--- src/rtl/fill_station_ctrl.sv ---
// Bottle fill-station controller: Moore FSM sequencing the conveyor, the fill
// valve, a per-bottle done pulse to sealing, and a tank/bottle alarm.
// Optional fill-timeout alarm is enabled by defining macro FILL_TIMEOUT_EN.
module fill_station_ctrl #(
   parameter int unsigned FILL_TIMEOUT = 200
) (
   input  logic       clk,
   input  logic       reset,
   input  logic       garrafa,
   input  logic       pos,
   input  logic       nivel,
   input  logic       reserva,
   input  logic       ack,
   output logic       motor,
   output logic       valvula,
   output logic       done,
   output logic       alarme,
   output logic [7:0] count
);

   typedef enum logic [2:0] {
      IDLE  = 3'd0,
      FILL  = 3'd1,
      DONE  = 3'd2,
      EXIT  = 3'd3,
      ALARM = 3'd4
   } state_t;

   state_t state;
   state_t state_next;
   logic   timeout_c;

   // Reject out-of-range timeout values at elaboration
   if (FILL_TIMEOUT < 2 || FILL_TIMEOUT > 255) begin : g_bad_timeout
      $error("fill_station_ctrl: FILL_TIMEOUT must be in 2..255");
   end

`ifdef FILL_TIMEOUT_EN
   localparam logic [7:0] TIMER_LAST = 8'(FILL_TIMEOUT - 1);

   logic [7:0] timer;

   // Fill timer: zero outside FILL, so every entry into FILL starts from 0
   always_ff @(posedge clk) begin
      if (reset) begin
         timer <= 8'd0;
      end else if (state != FILL) begin
         timer <= 8'd0;
      end else begin
         timer <= timer + 8'd1;
      end
   end

   assign timeout_c = (state == FILL) && (timer == TIMER_LAST);
`else
   assign timeout_c = 1'b0;
`endif

   // Next-state logic
   always_comb begin
      state_next = state;
      case (state)
         IDLE: begin
            if (!reserva)            state_next = ALARM;
            else if (garrafa && pos) state_next = FILL;
         end
         FILL: begin
            if (!reserva)            state_next = ALARM;
            else if (!garrafa)       state_next = ALARM;
            else if (nivel)          state_next = DONE;
            else if (timeout_c)      state_next = ALARM;
         end
         DONE: begin
            state_next = EXIT;
         end
         EXIT: begin
            if (!pos)                state_next = IDLE;
         end
         ALARM: begin
            if (ack && reserva) begin
               // Bottle still under the nozzle gets topped up
               state_next = (garrafa && pos) ? FILL : IDLE;
            end
         end
         default: begin
            state_next = IDLE;
         end
      endcase
   end

   // State register
   always_ff @(posedge clk) begin
      if (reset) begin
         state <= IDLE;
      end else begin
         state <= state_next;
      end
   end

   // Registered Moore outputs, decoded from the state being entered
   always_ff @(posedge clk) begin
      if (reset) begin
         motor   <= 1'b1;
         valvula <= 1'b0;
         done    <= 1'b0;
         alarme  <= 1'b0;
      end else begin
         motor   <= (state_next == IDLE) || (state_next == EXIT);
         valvula <= (state_next == FILL);
         done    <= (state_next == DONE);
         alarme  <= (state_next == ALARM);
      end
   end

   // Filled-bottle counter, advances on the edge leaving DONE
   always_ff @(posedge clk) begin
      if (reset) begin
         count <= 8'd0;
      end else if (state == DONE) begin
         count <= count + 8'd1;
      end
   end

endmodule

--- config.mk ---
export PLATFORM = sky130hd
export DESIGN_NAME = fill_station_ctrl
export DESIGN_NICKNAME = d
export VERILOG_FILES = /design/src/rtl/fill_station_ctrl.sv
export SDC_FILE = /design/constraint.sdc
export NUM_CORES = 1
export LEC_CHECK = 0
export ABC_AREA = 1
export CAP_MARGIN = 20
export CORE_MARGIN = 1.5
export CORE_UTILIZATION = 46
export CTS_CLUSTER_DIAMETER = 80
export DETAILED_ROUTE_END_ITERATION = 10
export GPL_ROUTABILITY_DRIVEN = 0
export GPL_TIMING_DRIVEN = 1
export MAX_ROUTING_LAYER = met4
export PLACE_DENSITY_LB_ADDON = 0.25
export SYNTH_ARGS = -nofsm -noshare
export SYNTH_HDL_FRONTEND = slang
export SYNTH_SLANG_ARGS = --single-unit
--- constraint.sdc ---
create_clock -name clk -period 1.3 [get_ports clk]
set_input_delay 0.13 -clock clk [delete_from_list [all_inputs] [get_ports clk]]
set_output_delay 0.13 -clock clk [all_outputs]
set_load 0.005 [all_outputs]
### After elaboration in Yosys (flattened, before gate mapping)

Cells that the tools add are included.

| storage, ports and cells | value |
|---|---|
| bits of input ports | 7 |
| output and inout port bits | 12 |
| register bits | 15 |
| logic and storage cells | 29 |

| operators by class | value |
|---|---|
| muxes and demuxes | 9 |
| reduce and logical (&&, ||, !) cells | 5 |
| equal/unequal tests | 8 |
| add/subtract/negate cells | 1 |

Operators with widths:

| kind | count |
|---|---|
| 2-to-1 mux 3 bit | 7 |
| case mux 3 bit (5 select lines) | 1 |
| == test 3 x 2 -> 1 bit (second input constant) | 4 |
| adder 8 x 1 -> 8 bit (second input constant) | 1 |
| == test 3 x 1 -> 1 bit (second input constant) | 2 |
| == test 3 bit (second input constant) | 2 |
| logical NOT 3 bit | 2 |
| logical AND 1 bit | 2 |
| logical OR 1 bit | 1 |
| 2-to-1 mux 1 bit | 1 |

### Depth between registers and ports, before layout

Gate-level depths: netlist of run 1.

| logic depth | value |
|---|---|
| depth after elaboration | 6 |
| depth in mapped cells | 8 |
| depth with buffers taken out | 8 |

### Worst setup path before layout of run 1

Ideal clock, no wire load.

| path | value |
|---|---|
| path type | register -> register |
| start | reg count[1] |
| end | reg count[4] |
| library setup time | 0.070 ns |
| arrival time | 1.025 ns |
| path slack | 0.204 ns |
| period minus slack after synthesis | 1.096 ns |
| required time | 1.230 ns |
| stages on the path, launching flop included | 7 |
| buffers on the path | 0 |
| cells stage by stage | dfxtp_1 > ha_1 > inv_1 > nor2_1 > xor2_1 > nand2_1 > a21oi_1 |

| between the ends | value |
|---|---|
| word-level cells in the longest chain between the ends | 1 |

RTL lines:

| item | RTL line | RTL |
|---|---|---|
| from (decl) | 18 | `output logic [7:0] count` |
| from (signal assigned) | 120 | `count <= count + 8'd1;` |
| adder 8 x 1 -> 8 bit | 120 |  |

Every way passes these cells.
A chain may end at the register's enable or synchronous reset.

### Worst setup path in the final report of run 1

| path | value |
|---|---|
| start | reg count[4] |
| end | out count[4] |

No word-level cell between the ends.

==> metrics.cfg, run 1 <==
[status]
status = completed

[setup_path]
reg2regPathDepth = 6
cp.depth = 1
path_max_fanout = 4
path_cells = clkdlybuf4s50_1
worst_path_dominant_cell_family = buffers and inverters
startpoint_type = flip-flop
max_stage_delay_ns = 0.49
crit_slowest_cell = clkdlybuf4s50_1
crit_arrival_ns = 1.14
worst_setup_path_end_kind = primary output
path_class = flip-flop to primary output
required_ns = 1.17
critPathBufInv = 1

[power_and_ir_drop]
p_leak_nw = 0.456
peakVddDrop_mv = 0.506
cellPowerDensity_nw_per_um2 = 781

[timing]
clock.fmax_ghz = 0.789
slew_headroom_pct = 84.7
fin_crit_ns = 1.27
hold_viol = 0
fin_crit_sh_pct = 97.5
finClkSkew_ns = 0.00274
tightest_slew_ns = 0.229
setup_viol = 0
drv_slew = 0

[place]
hpwl_um = 1170
place_area_um2 = 956
port_buffers = 18

[finish]
layout_common_cells = nand2_1, clkdlybuf4s50_1, nor2_1, inv_1
fin_util_pct = 68.6
nets = 144
layout-area-overhead-vs-synth_pct = 38.9
mostFrequentLayoutCell = nand2_1
design_area_um2 = 1040
antenna_cells = 0
drive_above_1_share_pct = 28.9

[clocking]
path_clk_slew_ns = 0.09
cts_root_buf = clkbuf_4
ctsHoldBuffers = 0
numCtsBuffers = 3
htree_num_levels = 1
clk_latency_ns = 0.27
cts_tree = yes
cts.sinks = 15
cts_buffer_depth = 2

[routing]
drt-pass1-iter-count = 4
postRouteAntennaNets = 0
avgRoutedWirePerCell_um = 10.2
num_vias = 743
drc = 0
drtIter0Drc = 14
viasPerCell = 4.92
drt_wl_total_um = 1550

[global_route]
grt_pass1_wl_um = 2370
grtUsageTotal_pct = 17.3
grt_remaining_overflow = 0
first_global_vias = 616
grt_max_degree = 10
antenna_found_initial = 0

[floorplan]
initial_core_util_pct = 49.3
rows = 14
die_y_um = 43.4
io_pins = 19
die_x_um = 43.4
dieArea_um2 = 1890
coreArea_um2 = 1520

[synthesis]
synth_cell_type_count = 22
synth_area_um2 = 752
netlist_instances = 109
syn-num-nets = 117
yosysSeqAreaShare_pct = 39.9
synth-warning-count = 0
ys_seq_elements = 15
avgSynthCellArea_um2 = 6.90

[flow_run]
maxCapViolCount = 0

[worst_hold_path]
hold_depth = 2
hold_class = flip-flop to flip-flop

## path summary, 6_finish.rpt
kind / start / end / slack, ns
min reg2reg: count[7]$_SDFFE_PP0P_ / count[7]$_SDFFE_PP0P_ / 0.49
max: count[4]$_SDFFE_PP0P_ / count[4] / 0.03
min: count[7]$_SDFFE_PP0P_ / count[7]$_SDFFE_PP0P_ / 0.49
max reg2reg: count[1]$_SDFFE_PP0P_ / count[4]$_SDFFE_PP0P_ / 0.10
## state kept, by name (all words and copies together), names as in the netlist
register	cells
done	1
alarme	1
motor	1
state	3
count	8
valvula	1
## Yosys cell counts
library cell	number	share of area [%]
o21ai_2	1	1.2
o21ai_0	2	1.3
nand3_4	1	2.3
a21oi_1	8	5.3
nor2_4	1	1.5
nand4_1	2	1.7
clkinv_1	1	0.50
inv_1	9	4.5
nand3_2	1	1.3
nor2_2	6	5.0
nand3_1	4	2.7
inv_2	4	2.0
ha_1	1	1.7
nand2_2	4	3.3
clkbuf_1	1	0.50
o21ai_1	1	0.66
clkinv_2	1	0.66
nand2_1	32	16
nor3_1	2	1.3
xor2_1	1	1.2
dfxtp_1	15	40
nor2_1	11	5.5
## metrics by stage
stage               setup TNS (ns)  std cells  hold slack, ns  setup slack [ns]  total power, W
finish                           0        151           0.495            0.0323        0.000816
global route              -0.00376        151           0.511          -0.00376        0.000854
CTS                              0        147           0.475          0.000802        0.000831
detailed placement               0        143           0.479           0.00736        0.000580
global placement                 0        143           0.463            0.0451        0.000578
floorplan                        0        109           0.317             0.205        0.000535
## logic make-up (layout without fill, tap and decap cells)
logic type               count (synthesis)  count (layout)  share of synthesized area (%)
AO/OA/AOI/OAI                           12              12                           8.49
XOR/XNOR                                 1               1                           1.16
AND/OR/NAND/NOR                         64              64                           40.6
adder cells (fa/ha/maj)                  1               1                           1.66
buffers and inverters                   16              42                           8.15
flip-flops                              15              15                           39.9
## worst register-to-register path, cell delays in order, from the launching register on
cell	delay (ns)
dfxtp_2	0.36
ha_2	0.19
inv_1	0.08
nor2_2	0.14
xor2_1	0.16
nand2_1	0.08
a21oi_2	0.12
## layout make-up
class                   count  area (um^2)
fillers                   129          479
multi-input cells          78          399
flip-flops and latches     15          318
repair buffers             23          223
inverters                  15         57.6
clock buffers               3         22.5
well taps                  16         20.0
clock inverters             1         5.00
## routing by layer
layer	wire length, um	share of wire, %	vias to the layer above	track usage, %
met3	56	3.6	4	2.50
met4	25	1.6	0	7.27
met1	590	38	331	17.0
met5	0	0	-	-
met2	874	57	17	33.1
li1	-	-	391	-
## power by group
part	total [W]	internal, W	leakage, nW	switching (W)
logic	0.0000936	0.0000478	0.312	0.0000458
clock network	0.000253	0.000114	0.0177	0.000139
registers	0.000470	0.000464	0.127	0.00000537
total	0.000816	0.000626	0.456	0.000190
## repair_timing
item,4_1_cts,5_1_grt
setup buffers,0,4
resized for setup,8,8
setup endpoints to repair,6,8
No activity file was read; power rests on OpenSTA's default activity.
==> run 2, diff against run 1 <==
--- a/config.mk
+++ b/config.mk
@@ -7,14 +7,17 @@
 export LEC_CHECK = 0
 export ABC_AREA = 1
 export CAP_MARGIN = 20
+export CELL_PAD_IN_SITES_DETAIL_PLACEMENT = 1
+export CELL_PAD_IN_SITES_GLOBAL_PLACEMENT = 1
 export CORE_MARGIN = 1.5
-export CORE_UTILIZATION = 46
+export CORE_UTILIZATION = 32
 export CTS_CLUSTER_DIAMETER = 80
 export DETAILED_ROUTE_END_ITERATION = 10
 export GPL_ROUTABILITY_DRIVEN = 0
 export GPL_TIMING_DRIVEN = 1
 export MAX_ROUTING_LAYER = met4
 export PLACE_DENSITY_LB_ADDON = 0.25
+export SLEW_MARGIN = 0
 export SYNTH_ARGS = -nofsm -noshare
 export SYNTH_HDL_FRONTEND = slang
 export SYNTH_SLANG_ARGS = --single-unit
==> run 2 against run 1 <==
Hold slack worse by 0.014 ns. Sequential share of layout area decreased by 0.18 points. Utilization is 21 points lower. Sequential power about the same. Die area grew 40%. Critical endpoint is now count[0]. Highest routed layer unchanged.
==> metrics.cfg, run 2 (synthesis results as in run 1) <==
[global_route]
grt_pass1_wl_um = 2900  ; was 2370 um
grt_remaining_overflow = 0  ; unchanged
antenna_found_initial = 0  ; unchanged
grtUsageTotal_pct = 15.2  ; was 17.3%
first_global_vias = 729  ; was 616
grt_max_degree = 9  ; was 10

[worst_hold_path]
holdCritStartpoint = count[7]$_SDFFE_PP0P_  ; unchanged
hold_depth = 2  ; unchanged
hold_class = flip-flop to flip-flop  ; unchanged

[power_and_ir_drop]
peakVddDrop_mv = 0.353  ; was 0.506 mV
cellPowerDensity_nw_per_um2 = 789  ; was 781 nW/um^2
p_leak_nw = 0.490  ; was 0.456 nW
power_w = 0.000829  ; was 0.000816 W

[clocking]
clk_latency_ns = 0.27  ; about the same
path_clk_slew_ns = 0.09  ; about the same
cts_root_buf = clkbuf_4  ; unchanged
htree_num_levels = 1  ; unchanged
cts_tree = yes  ; unchanged
numCtsBuffers = 3  ; unchanged
cts_buffer_depth = 2  ; unchanged
cts.sinks = 15  ; unchanged

[status]
status = completed  ; unchanged

[finish]
layout-area-overhead-vs-synth_pct = 39.8  ; was 38.9%
mostFrequentLayoutCell = nand2_1  ; unchanged
reg.largest.list = count x8, state x3  ; unchanged
nets = 143  ; was 144
regMostFlops = count  ; unchanged
final_cells = 162  ; was 151
antenna_cells = 0  ; unchanged
largest_reg_flops = 8  ; unchanged
fillCellCount = 297  ; was 129
layout_common_cells = nand2_1, clkdlybuf4s50_1, nor2_1, inv_1, a21oi_1  ; was nand2_1, clkdlybuf4s50_1, nor2_1, inv_1
drive_above_1_share_pct = 26.9  ; was 28.9%

[timing]
fin_crit_ns = 1.25  ; was 1.27 ns
tightest_slew_ns = 0.241  ; was 0.229 ns
setup_viol = 0  ; unchanged
hold_viol = 0  ; unchanged
slew_headroom_pct = 83.9  ; was 84.7%
drv_slew = 0  ; unchanged
finClkSkew_ns = 0.00253  ; was 0.00274 ns
fin_ws_ns = 0.0543  ; was 0.0323 ns
rsz0062_at_grt = false
fin_crit_sh_pct = 95.8  ; was 97.5%
clock.fmax_ghz = 0.803  ; was 0.789 GHz

[setup_path]
startpoint_type = flip-flop  ; unchanged
cp-startpoint = count[0]$_SDFFE_PP0P_  ; was count[4]$_SDFFE_PP0P_
path_max_fanout = 3  ; was 4
path_class = flip-flop to primary output  ; unchanged
max_stage_delay_ns = 0.49  ; about the same
required_ns = 1.17  ; about the same
critPathBufInv = 1  ; unchanged
crit_arrival_ns = 1.12  ; was 1.14 ns
cp.depth = 1  ; unchanged
reg2regPathDepth = 6  ; unchanged
worst_path_dominant_cell_family = buffers and inverters  ; unchanged
worstReg2RegStart = count[1]$_SDFFE_PP0P_  ; unchanged
crit_slowest_cell = clkdlybuf4s50_1  ; unchanged
worst_setup_path_end_kind = primary output  ; unchanged
path_cells = clkdlybuf4s50_1  ; unchanged

[floorplan]
die_y_um = 51.5  ; was 43.4 um
io_pins = 19  ; unchanged
dieArea_um2 = 2650  ; was 1890 um^2
coreArea_um2 = 2210  ; was 1520 um^2
die_x_um = 51.5  ; was 43.4 um
rows = 17  ; was 14
initial_core_util_pct = 34.0  ; was 49.3%

[routing]
postRouteAntennaNets = 0  ; unchanged
viasPerCell = 4.69  ; was 4.92
drtIter0Drc = 5  ; was 14
avgRoutedWirePerCell_um = 10.8  ; was 10.2 um
num_vias = 759  ; was 743
drc = 0  ; unchanged
drt_wl_total_um = 1750  ; was 1550 um
drt-pass1-iter-count = 4  ; unchanged

[place]
dp.cells = 155  ; was 143
hpwl_um = 1420  ; was 1170 um
pre_cts_ws_ns = -0.0260  ; was 0.00736 ns
port_buffers = 18  ; unchanged

[flow_run]
maxCapViolCount = 0  ; unchanged

-- run 2: final timing paths --
| kind | to | slack [ns] |
|---|---|---|
| min | count[7]$_SDFFE_PP0P_ | 0.48 |
| max | count[0] | 0.05 |
| max reg2reg | count[4]$_SDFFE_PP0P_ | 0.14 |
| min reg2reg | count[7]$_SDFFE_PP0P_ | 0.48 |
-- run 2: metal layers --
| layer | track usage, % | share of wire (%) | vias up |
|---|---|---|---|
| li1 | - | - | 390 |
| met1 | 15.2 | 43 | 355 |
| met2 | 28.4 | 53 | 12 |
| met3 | 3.51 | 3.4 | 2 |
| met4 | 5.26 | 0.74 | 0 |
| met5 | - | 0 | - |
-- run 2: area by class of cell --
cell class | instances | area [um^2] | area share, %
clock buffers | 4 | 26.3 | 2.50
well taps | 28 | 35.0 | 3.33
inverters | 15 | 57.6 | 5.48
repair buffers | 22 | 219 | 20.8
flip-flops and latches | 15 | 318 | 30.2
multi-input cells | 78 | 395 | 37.6
-- run 2: report_power, final --
part | switching, W | internal (W) | total (W)
Combinational | 0.0000475 | 0.0000479 | 0.0000954
Clock | 0.000145 | 0.000119 | 0.000264
Sequential | 0.00000537 | 0.000464 | 0.000470
-- run 2: repair_timing --
item,4_1_cts,5_1_grt
endpoints found under the setup margin,7,7
gates resized for setup,10,8
pin swaps,0,0
hold buffers,0,0
buffers inserted,0,3
endpoints found under the hold margin,0,0
-- run 2: tightest hold or removal path: cells and delay by family, from the launching register on --
kind / cells / cell delay (ns)
DFF: 1 / 0.34
and+or+nand+nor: 1 / 0.06
AOI/OAI and AO/OA: 1 / 0.05
-- run 2: stage by stage --
step           cell area, um^2  hold WS, ns  TNS [ns]  util (%)
2_1_floorplan              752        0.317         0         -
3_3_place_gp               971        0.465         0      43.9
3_5_place_dp               971        0.477   -0.0260      43.9
4_1_cts                   1010        0.473         0      45.6
5_1_grt                   1050        0.518         0      47.5
6_report                  1050        0.481         0      47.5
